**config.mk**
```make
export PLATFORM = sky130hd
export DESIGN_NAME = bist_misr_analyzer
export DESIGN_NICKNAME = d
export VERILOG_FILES = /design/src/rtl/bist_pkg.sv /design/src/rtl/bist_misr_analyzer_misr_core.sv /design/src/rtl/bist_misr_analyzer.sv
export SDC_FILE = /design/constraint.sdc
export NUM_CORES = 1
export LEC_CHECK = 0
export BUFFER_PORTS_ARGS = -buffer_cell sky130_fd_sc_hd__buf_2
export CAP_MARGIN = 10
export CORE_MARGIN = 2
export CORE_UTILIZATION = 49
export CTS_BUF_LIST = sky130_fd_sc_hd__clkbuf_16
export CTS_CLUSTER_DIAMETER = 40
export DETAILED_ROUTE_END_ITERATION = 10
export HOLD_SLACK_MARGIN = 0.05
export PLACE_DENSITY = 0.87
export SLEW_MARGIN = 0
export SYNTH_ARGS = -nofsm -noshare
export SYNTH_HDL_FRONTEND = slang
export SYNTH_SLANG_ARGS = --single-unit
```
**constraint.sdc**
```tcl
create_clock -name clk -period 2.3 [get_ports clk]
set_clock_uncertainty 0.1 [all_clocks]
set_input_delay 0.23 -clock clk [delete_from_list [all_inputs] [get_ports clk]]
set_output_delay 0.23 -clock clk [all_outputs]
set_load 0.05 [all_outputs]
```
**src/rtl/bist_pkg.sv**
```systemverilog
// Shared BIST definitions: analyzer FSM states and the default feedback
// polynomial used by both the lfsr pattern generator and the MISR.
package bist_pkg;

  typedef enum logic [1:0] {
    ST_IDLE,
    ST_COMPACT,
    ST_DONE
  } state_t;

  // x^4 + x + 1, taps excluding the x^4 term
  localparam logic [3:0] LFSR_POLY_DEFAULT = 4'b0011;

endpackage

```
**src/rtl/bist_misr_analyzer_misr_core.sv**
```systemverilog
// Multiple-input signature register: Galois-style shift with polynomial
// feedback, XORed with the incoming response word on each enabled cycle.
module misr_core
  import bist_pkg::*;
#(
  parameter int unsigned       WIDTH = 4,
  parameter logic [WIDTH-1:0]  POLY  = WIDTH'(LFSR_POLY_DEFAULT)
) (
  input  logic             clk,
  input  logic             rst,
  input  logic             load,
  input  logic [WIDTH-1:0] load_value,
  input  logic             enable,
  input  logic [WIDTH-1:0] data,
  output logic [WIDTH-1:0] signature,
  output logic [WIDTH-1:0] next_signature
);

  always_comb begin
    next_signature = {signature[WIDTH-2:0], 1'b0}
                   ^ (signature[WIDTH-1] ? POLY : '0)
                   ^ data;
  end

  // load has priority so a restart always discards the coincident data word
  always_ff @(posedge clk or negedge rst) begin
    if (!rst) begin
      signature <= '0;
    end else if (load) begin
      signature <= load_value;
    end else if (enable) begin
      signature <= next_signature;
    end
  end

endmodule

```
**src/rtl/bist_misr_analyzer.sv**
```systemverilog
// BIST output response analyzer: compacts NPAT CUT responses into a MISR,
// then compares the final signature against the golden value.
module bist_misr_analyzer
  import bist_pkg::*;
#(
  parameter int unsigned       WIDTH = 4,
  parameter logic [WIDTH-1:0]  POLY  = WIDTH'(LFSR_POLY_DEFAULT),
  parameter int unsigned       NPAT  = 15
) (
  input  logic                       clk,
  input  logic                       rst,
  input  logic                       start,
  input  logic [WIDTH-1:0]           seed,
  input  logic                       data_valid,
  input  logic [WIDTH-1:0]           data_in,
  input  logic [WIDTH-1:0]           golden,
  output logic                       busy,
  output logic                       done,
  output logic                       pass,
  output logic [WIDTH-1:0]           signature,
  output logic [$clog2(NPAT+1)-1:0]  count
);

  localparam int unsigned CW = $clog2(NPAT + 1);

  state_t           state;
  logic             compact;
  logic             last;
  logic [WIDTH-1:0] next_signature;

  // start outranks data_valid in every state, so data is only taken mid-run
  assign compact = (state == ST_COMPACT) && data_valid && !start;
  assign last    = compact && (count == CW'(NPAT - 1));

  misr_core #(
    .WIDTH (WIDTH),
    .POLY  (POLY)
  ) u_misr (
    .clk            (clk),
    .rst            (rst),
    .load           (start),
    .load_value     (seed),
    .enable         (compact),
    .data           (data_in),
    .signature      (signature),
    .next_signature (next_signature)
  );

  always_ff @(posedge clk or negedge rst) begin
    if (!rst) begin
      state <= ST_IDLE;
      count <= '0;
      busy  <= 1'b0;
      done  <= 1'b0;
      pass  <= 1'b0;
    end else if (start) begin
      state <= ST_COMPACT;
      count <= '0;
      busy  <= 1'b1;
      done  <= 1'b0;
      pass  <= 1'b0;
    end else if (compact) begin
      count <= count + CW'(1);
      if (last) begin
        state <= ST_DONE;
        busy  <= 1'b0;
        done  <= 1'b1;
        pass  <= (next_signature == golden);
      end
    end
  end

endmodule

```
==> results of run 1 <==
-- power breakdown --
part | internal (W) | switching (W)
clock | 0.000228 | 0.0000842
combinational | 0.0000743 | 0.0000940
sequential | 0.000207 | 0.0000171
total | 0.000510 | 0.000195
-- cell usage in the layout (no fill, tap or decap), types with 2 or more instances in the layout --
cell and instances:
nand2_1 5, nor2_1 2, or2_2 2, clkbuf_16 3, a21oi_1 3, buf_2 26
xor2_1 5, xnor3_1 2, o21ai_0 6, nand3_1 3, ha_1 2, mux2i_1 4
dfrtp_1 11, inv_1 3
-- worst max path at each step --
| stage | startpoint | to | slack, ns | cells after the start |
|---|---|---|---|---|
| after floorplan | u_misr.signature[3]$_DFFE_PN0P_ | pass$_DFFE_PN0P_ | 0.47 | 3 |
| after global placement | count[0]$_DFFE_PN0P_ | pass$_DFFE_PN0P_ | 0.80 | 5 |
| after detailed placement | count[0]$_DFFE_PN0P_ | pass$_DFFE_PN0P_ | 0.75 | 5 |
| after CTS | count[0]$_DFFE_PN0P_ | pass$_DFFE_PN0P_ | 0.74 | 5 |
| after global routing | count[0]$_DFFE_PN0P_ | pass$_DFFE_PN0P_ | 0.66 | 5 |
| final | count[0]$_DFFE_PN0P_ | pass$_DFFE_PN0P_ | 0.74 | 5 |
-- per-stage QoR --
| step | utilization | area, um2 |
|---|---|---|
| floorplan | - | 657 |
| global placement | 0.634 | 805 |
| detailed placement | 0.634 | 805 |
| CTS | 0.704 | 893 |
| global route | 0.704 | 893 |
| finish | 0.704 | 893 |
-- worst register-to-register path: stages (launching register included) --
cell	delay, ns
dfrtp_1	0.40
inv_1	0.10
ha_1	0.15
nand3_1	0.08
or2_2	0.32
o41ai_2	0.30
-- sequential cells by signal, indices dropped and copies added (netlist names) --
name,flops
u_misr.signature,4
count,4
pass,1
state,2
-- per-layer routing --
metal	up-vias	routed length (um)	global-route usage
li1	261	-	-
met1	252	620	0.281
met2	10	716	0.325
met3	2	25	0.0326
met4	0	17	0.0750
met5	-	0	0
-- logic make-up (layout without fill, tap and decap cells) --
| group | count (synthesis) | count (layout) | share of synthesized area |
|---|---|---|---|
| compound gates | 11 | 11 | 0.105 |
| xor+xnor | 10 | 10 | 0.227 |
| fa+ha+maj | 2 | 2 | 0.0381 |
| buf+inv | 4 | 34 | 0.0248 |
| flops | 11 | 11 | 0.419 |
| mux | 4 | 4 | 0.0610 |
| simple gates | 16 | 16 | 0.126 |
-- area by class of cell --
cell class	count	area, um2	area share
Clock buffer	3	75.1	0.0840
Clock inverter	1	3.75	0.00420
Timing Repair Buffer	28	148	0.165
Inverter	2	7.51	0.00840
Sequential cell	11	275	0.308
Tap cell	15	18.8	0.0210
Multi-Input combinational cell	43	365	0.409
==> results.md, run 1 <==
- Status: finished clean
- # rows: 13
- Maximum root-to-sink buffer count: 2
- VDD IR-drop max: around 600 uV
- Number of global-route vias before repair: just over 500
- Final Slew Violations: 0
- Routed vias: roughly 530
- Root Buffer: clkbuf_16
- FF-to-FF Start: count[0]$_DFFE_PN0P_
- DRT antenna net count: 0
- Die X: ~41 um
- Num ports: 27
- Area grow syn2layout: 36.0%
- Synth top area cells: dfrtp_1, xnor3_1, xor2_1
- Slew HR: 0.814
- Clock Pin Slew Worst Setup and Hold Paths: 0.04 ns
- Detailed Routing Iterations Pass 1: 4
- Die area: between 1500 and 2000 um2
- CTS H-tree depth: 1
- Die H: 40.6 um
- Core footprint: approximately 1300 um2
- Total power: 0.000705 W
- Final worst slack: between 0.7 and 0.8 ns
- Startpoint types: register
- Kind of cell adding the most delay to the critical path: flip-flops
- Drt wl/cell: around 13 um
- RR Endpoint: pass$_DFFE_PN0P_
- WHS: roughly 0.098 ns
- Setup tns final: 0 ns
- 1st-iter DRT viols: 9
- Number of port buffers: 26
- Total wire length: ~1.4 mm
- Initial antenna violation count: 0
- Via-to-Cell Ratio: around 5.1
- Dpl cells: slightly below 100
- Peak Freq: between 600 and 700 MHz
- Pre-CTS setup slack: between 0.7 and 0.8 ns
- Synth warn: 0
- CTS sink count: 11
- Final hold vios: 0
- Setup CP Type: register to register
- Post-cts sizing count: 0
- Share of cells above drive strength 1: 0.398
- Gr ovfl total: 0
- Seq/Total Area, Yosys: 0.419
- FF-to-FF path depth: 5
- First-pass GRT wire length: 2.19 mm
- Top cells by count, synth: dfrtp_1, o21ai_0, nand2_1, xor2_1, mux2i_1
- Worst Hold End: u_misr.signature[2]$_DFFE_PN0P_
- RePlAce Congestion: between 0.7 and 0.8
- Pwr dens: just under 800 nW/um2
- Required @ worst endpoint: 2.34 ns
- FFs w/ async S/R, synth: 1.00
- Worst-Margin Slew: between 0.2 and 0.3 ns
- Final setup fails: 0
- Worst Setup End Kind: register
- Top-count cell post-synth: dfrtp_1
- Hold path start: seed[2]
- Hold Path Cell Cnt: 3
- Buf+Inv Stages, Crit Path: 1
- Final cell count without fillers: around 100
- Leak pwr: approximately 0.47 nW
- Synth Instances: 58
- Post-synth top flop: dfrtp_1
- Cells along the critical path: inv_1 -> ha_1 -> nand3_1 -> or2_2 -> o41ai_2
- Max capacitance violation total: 0
- Largest net degree at the start of global routing: 17
- Min-delay worst type: input pin to register
- Ant. Diodes: 0
- CTS tree: yes
- Largest stage delay on the critical path: around 0.40 ns
- Crit-path slowest cell: dfrtp_1
- R2R setup slack: 0.74 ns
- Nets: 107
- CTS buffer count: 3
- Hold_buf cts: 1
- Worst-path fanout max: 4
- DPL Wire Length: ~1000 um
- Clk_lat worst skew: approximately 0.24 ns
- Largest area contributor in the netlist: dfrtp_1
- Total GRT Usage: 0.205
- Post-synth EDFFs: 0
- DRC violations left: 0
- Syn Area/Cell: approximately 11 um2
- Fin crit period: between 1.5 and 2 ns
- Synth Register Bits: 11
- Distinct cell type count after synthesis: 23
- Setup bufs post-CTS: 0
- Fin crit share: 0.677
- Fill cells: between 90 and 100
- Synth top area share: 0.419
- Critical path arrival: about 1.6 ns
- Post-Syn Area: 657 um2
- Net Count, Synth: between 70 and 80
- Starting Density: 0.518
- RSZ-0062 raised after global routing: false
Power figures use the tool's default switching activity.
==> inputs of run 2 (changes only) <==
--- a/config.mk
+++ b/config.mk
@@ -7,13 +7,14 @@
 export LEC_CHECK = 0
 export BUFFER_PORTS_ARGS = -buffer_cell sky130_fd_sc_hd__buf_2
 export CAP_MARGIN = 10
+export CORE_ASPECT_RATIO = 0.9
 export CORE_MARGIN = 2
-export CORE_UTILIZATION = 49
+export CORE_UTILIZATION = 41
 export CTS_BUF_LIST = sky130_fd_sc_hd__clkbuf_16
 export CTS_CLUSTER_DIAMETER = 40
 export DETAILED_ROUTE_END_ITERATION = 10
 export HOLD_SLACK_MARGIN = 0.05
-export PLACE_DENSITY = 0.87
+export PLACE_DENSITY = 0.79
 export SLEW_MARGIN = 0
 export SYNTH_ARGS = -nofsm -noshare
 export SYNTH_HDL_FRONTEND = slang
==> constraint.sdc (replaced) <==
create_clock -name clk -period 1.38 [get_ports clk]
set_clock_uncertainty 0.1 [all_clocks]
set_input_delay 0.138 -clock clk [delete_from_list [all_inputs] [get_ports clk]]
set_output_delay 0.138 -clock clk [all_outputs]
set_load 0.05 [all_outputs]
==> run 2 against run 1 <==
Worst hold slack improved by 0.051 ns. Critical endpoint unchanged. Design area up 17%. Sequential share of layout area is 3.8 points lower. Non-clock buffer count rose by 13. Via count increased by 11%. The run now ends with negative setup slack left.
==> results.md, run 2 (synthesized netlist as in run 1, its figures left out) <==
- Max capacitance violation total: 0
- Detailed Routing Iterations Pass 1: 4
- Critical path arrival: about 1.5 ns
- Initial antenna violation count: 0
- # rows: 13
- Number of global-route vias before repair: 538
- Slew HR: 0.806
- Gr ovfl total: 0
- Min-delay worst type: input pin to register
- Switching portion of total power: 0.277
- P_sw: 0.000345 W
- Setup CP Type: register to register
- Worst Setup End Kind: register
- Largest regs: count x4, u_misr.signature x4, state x2
- Ant. Diodes: 0
- Most frequent cells in the layout: buf_2, buf_4, dfrtp_2
- DRC violations left: 0
- Final setup fails: 2
- Largest net degree at the start of global routing: 17
- Comb pwr share: 0.281
- Final Slew Violations: 0
- RR Endpoint: pass$_DFFE_PN0P_
- Num ports: 27
- Final worst slack: -0.0370 ns
- VDD IR-drop max: 928 uV
- Final core occ: 0.708
- CTS H-tree depth: 1
- RSZ-0062 raised after global routing: true
- Drt wl/cell: roughly 13 um
- Area grow syn2layout: 59.4%
- CTS tree: yes
- Number of port buffers: 26
- Reg power frac: 0.299
- FF-to-FF path depth: 5
- First-pass GRT wire length: about 2.3 mm
- Clock Pin Slew Worst Setup and Hold Paths: around 0.040 ns
- Starting Density: 0.444
- Clk_lat worst skew: 0.24 ns
- Clk pwr share: 0.419
- Total GRT Usage: 0.173
- Total wire length: 1.54 mm
- Fin crit period: roughly 1.4 ns
- WHS: about 0.15 ns
- Die H: 42.0 um
- Leak pwr: 0.531 nW
- Violated checks: negative setup slack
- CTS buffer count: 3
- FF-to-FF Start: count[0]$_DFFE_PN0P_
- Status: complete, but fails checks
- Hold path start: start
- Worst-Margin Slew: just under 0.3 ns
- CTS sink count: 11
- RePlAce Congestion: between 0.7 and 0.8
- Commonest non-fill, non-tap cell in the layout: buf_2
- Via-to-Cell Ratio: approximately 4.7
- Pwr dens: 1190 nW/um2
- DRT antenna net count: 0
- Required @ worst endpoint: 1.41 ns
- R2R setup slack: -0.04 ns
- Final hold vios: 0
- Root Buffer: clkbuf_16
- Worst Hold End: count[1]$_DFFE_PN0P_
- P_int: roughly 0.0009 W
- Peak Freq: 706 MHz
- Fin crit share: 1.03
- 1st-iter DRT viols: 10
- DPL Wire Length: between 1 and 1.5 mm
- Die area: about 1900 um2
- Worst-path fanout max: 3
- Core footprint: 1480 um2
- Share of cells above drive strength 1: 0.535
- Startpoint types: register
- Maximum root-to-sink buffer count: 2
- Die X: approximately 46 um
- Hold Path Cell Cnt: 2
- Nets: 120
- Routed vias: slightly below 600
run 2: power groups by stage:
stage                     registers, W  logic (W)  clock network [W]
final                         0.000372   0.000349           0.000521
after global routing          0.000375   0.000371           0.000552
after CTS                     0.000371   0.000316           0.000534
after detailed placement      0.000376   0.000305                  0
after global placement        0.000375   0.000299                  0
after floorplan               0.000455   0.000134                  0
run 2: how the worst max path moves through the flow:
stage               cells after the start                            start  slack (ns)                to
detailed placement                      3  u_misr.signature[0]$_DFFE_PN0P_       -0.05  pass$_DFFE_PN0P_
global placement                        5             count[0]$_DFFE_PN0P_       -0.03  pass$_DFFE_PN0P_
finish                                  5             count[0]$_DFFE_PN0P_       -0.04  pass$_DFFE_PN0P_
global route                            5             count[0]$_DFFE_PN0P_       -0.11  pass$_DFFE_PN0P_
CTS                                     3  u_misr.signature[0]$_DFFE_PN0P_       -0.08  pass$_DFFE_PN0P_
floorplan                               5             count[0]$_DFFE_PN0P_       -0.19  pass$_DFFE_PN0P_
run 2: stage by stage:
step / instance area (um2) / setup WS, ns / setup TNS, ns / std cells / power (W)
2_1_floorplan: 679 / -0.185 / -0.435 / 58 / 0.000588
3_5_place_dp: 875 / -0.0521 / -0.0521 / 111 / 0.000681
6_report: 1050 / -0.0370 / -0.0526 / 123 / 0.00124
4_1_cts: 1000 / -0.0846 / -0.0846 / 120 / 0.00122
3_3_place_gp: 875 / -0.0289 / -0.0289 / 111 / 0.000674
5_1_grt: 1050 / -0.106 / -0.219 / 123 / 0.00130
run 2: critical path: stages (launching register included):
cell	delay, ns
dfrtp_2	0.40
inv_2	0.07
ha_4	0.12
nand3_2	0.07
or2_4	0.27
o41ai_2	0.27
run 2: layout make-up:
cell class                      instances  area (um2)
Sequential cell                        11         283
Inverter                                2        7.51
Clock inverter                          1        3.75
Clock buffer                            3        75.1
Timing Repair Buffer                   41         259
Fill cell                             106         433
Tap cell                               22        27.5
Multi-Input combinational cell         43         392
run 2: what timing repair did:
item,in CTS,in global routing
setup endpoints to repair,1,6
hold buffers,5,0
resized for setup,0,5
setup buffers,0,3
pin swaps,1,5
hold endpoints to repair,15,0
run 2: per-layer routing:
layer | part of all wire | up-vias | GRT usage
li1 | - | 287 | -
met1 | 0.44 | 274 | 0.211
met2 | 0.49 | 19 | 0.253
met3 | 0.052 | 4 | 0.0819
met4 | 0.020 | 0 | 0.0857
met5 | 0 | - | 0
==> inputs of run 3 (changes only) <==
--- a/config.mk
+++ b/config.mk
@@ -11,10 +11,11 @@
 export CORE_MARGIN = 2
 export CORE_UTILIZATION = 41
 export CTS_BUF_LIST = sky130_fd_sc_hd__clkbuf_16
-export CTS_CLUSTER_DIAMETER = 40
+export CTS_CLUSTER_DIAMETER = 200
 export DETAILED_ROUTE_END_ITERATION = 10
 export HOLD_SLACK_MARGIN = 0.05
-export PLACE_DENSITY = 0.79
+export PLACE_DENSITY = 0.73
+export SKIP_LAST_GASP = 1
 export SLEW_MARGIN = 0
 export SYNTH_ARGS = -nofsm -noshare
 export SYNTH_HDL_FRONTEND = slang
==> run 3 against run 2 <==
The run still ends with negative setup slack left. Worst setup slack lost 0.010 ns. Sequential cell count unchanged. Combinational power barely moved. Register-to-register slack barely moved. Sequential share of layout area down 0.097 points. Design area up 0.36%. Die area did not move. Via count shrank 1.2%. Non-clock buffer count stayed put. Final cell count unchanged. Critical path type unchanged. Highest routed layer unchanged.
==> results.md, run 3 (synthesized netlist as in run 1, its figures left out) <==
- Die H: 42.0 um
- Setup CP Type: register to register
- Fill cells: around 110
- Gr ovfl total: 0
- Clock Pin Slew Worst Setup and Hold Paths: around 0.04 ns
- Max capacitance violation total: 0
- Slew HR: 0.810
- Switching portion of total power: 0.279
- First-pass GRT wire length: 2.55 mm
- Fin area: 1050 um2
- Fin crit share: 1.03
- Core footprint: roughly 1500 um2
- Met3 wire length: ~53 um
- Pre-CTS setup slack: -0.0693 ns
- CP Depth: 4
- Commonest non-fill, non-tap cell in the layout: buf_2
- CTS buffer count: 3
- Startpoint types: register
- WL met2: around 750 um
- DRT antenna net count: 0
- Leak pwr: ~0.53 nW
- Largest regs: count x4, u_misr.signature x4, state x2
- RR Endpoint: u_misr.signature[1]$_DFFE_PN0P_
- Number of global-route vias before repair: just over 600
- Worst setup path endpoint: u_misr.signature[1]$_DFFE_PN0P_
- Status: complete, but fails checks
- Starting Density: 0.444
- Nets: 120
- Required @ worst endpoint: around 1.4 ns
- Via-to-Cell Ratio: between 4 and 5
- Worst-Margin Slew: 0.285 ns
- Largest stage delay on the critical path: roughly 0.42 ns
- Share of cells above drive strength 1: 0.545
- Worst Setup End Kind: register
- Buf+Inv Stages, Crit Path: 1
- Min-delay worst type: input pin to register
- VDD IR-drop max: ~700 uV
- Placed instance area: ~880 um2
- RSZ-0062 raised after global routing: true
- Largest net degree at the start of global routing: 17
- FF-to-FF Start: u_misr.signature[3]$_DFFE_PN0P_
- Root Buffer: clkbuf_16
- Die X: 46.2 um
- Total GRT Usage: 0.190
- Die area: slightly below 2000 um2
- Comb pwr share: 0.279
- CTS H-tree depth: 1
- Violated checks: negative setup slack
- Clk_lat worst skew: 0.24 ns
- Crit-path slowest cell: dfrtp_2
- Total wire length: around 1.5 mm
- Maximum root-to-sink buffer count: 2
- Most frequent cells in the layout: buf_2, buf_4, dfrtp_2
- CTS sink count: 11
- P_sw: around 0.00035 W
- Final hold vios: 0
- Cells along the critical path: xor3_2 -> buf_4 -> mux2i_1 -> o21ai_1
- Fin crit period: between 1 and 1.5 ns
- Num ports: 27
- Area grow syn2layout: 60.0%
- Drt wl/cell: about 12 um
- Worst-path fanout max: 3
- Detailed Routing Iterations Pass 1: 4
- Clk pwr share: 0.423
- R2R setup slack: -0.05 ns
- Number of port buffers: 26
- P_int: ~0.0009 W
- Top layer in use: met4
- CTS tree: yes
- Worst Setup SP: u_misr.signature[3]$_DFFE_PN0P_
- Final worst slack: -0.0470 ns
- 1st-iter DRT viols: 3
- Critical path arrival: ~1.4 ns
- DPL Wire Length: ~1.1 mm
- Metal-1 WL: about 660 um
- # rows: 13
- DRC violations left: 0
- Kind of cell adding the most delay to the critical path: flip-flops
- Final Slew Violations: 0
- Initial antenna violation count: 0
- RePlAce Congestion: about 0.74
- Final setup fails: 2
- Routed vias: 577
- Setup tns final: -0.0724 ns
- Total power: 0.00124 W
- Peak Freq: 701 MHz
- FF-to-FF path depth: 4
- Reg power frac: 0.298
- Pwr dens: between 1000 and 1500 nW/um2
- Ant. Diodes: 0
[run 3: worst register-to-register path, stage by stage (launching register included)]
cell	delay, ns
dfrtp_2	0.42
xor3_2	0.42
buf_4	0.15
mux2i_1	0.13
o21ai_1	0.07
[run 3: power groups by stage]
| stage | Sequential, W | Clock, W | Combinational, W |
|---|---|---|---|
| after detailed placement | 0.000376 | 0 | 0.000305 |
| after CTS | 0.000372 | 0.000540 | 0.000318 |
| after floorplan | 0.000455 | 0 | 0.000134 |
| after global placement | 0.000375 | 0 | 0.000299 |
| final | 0.000371 | 0.000525 | 0.000347 |
| after global routing | 0.000373 | 0.000556 | 0.000374 |
[run 3: timing repair]
action	CTS	global route
setup buffers	0	2
pin swaps	2	4
gates resized for setup	2	4
gates cloned	0	0
endpoints found under the setup margin	1	7
endpoints found under the hold margin	15	0
hold buffers	5	0
[run 3: per-layer routing]
metal  global-route usage  vias up
li1                     -      287
met1                0.224      274
met2                0.294       12
met3               0.0647        4
met4                0.103        0
met5                    0        -
[run 3: area by class of cell]
cell class	count	area, um2	share of cell area
timing repair buffer	41	255	0.243
sequential	11	283	0.269
tap	22	27.5	0.0262
clock buffer	3	75.1	0.0714
inverter	2	7.51	0.00714
clock inverter	1	3.75	0.00357
multi-input combinational	43	399	0.380
[run 3: how the worst min path moves through the flow]
stage,cells past startpoint,slack [ns],end,startpoint
after floorplan,0,-0.26,count[0]$_DFFE_PN0P_,rst
after global placement,1,-0.08,count[3]$_DFFE_PN0P_,rst
after detailed placement,1,-0.08,count[2]$_DFFE_PN0P_,rst
after CTS,2,0.14,count[1]$_DFFE_PN0P_,start
after global routing,2,0.16,count[1]$_DFFE_PN0P_,start
final,2,0.14,count[1]$_DFFE_PN0P_,start
[run 3: metrics by stage]
| step | hold WS, ns | cells | util |
|---|---|---|---|
| final | 0.141 | 123 | 0.710 |
| after global routing | 0.164 | 123 | 0.710 |
| after global placement | -0.0814 | 112 | 0.596 |
| after detailed placement | -0.0797 | 112 | 0.596 |
| after CTS | 0.140 | 121 | 0.688 |
| after floorplan | -0.258 | 58 | - |
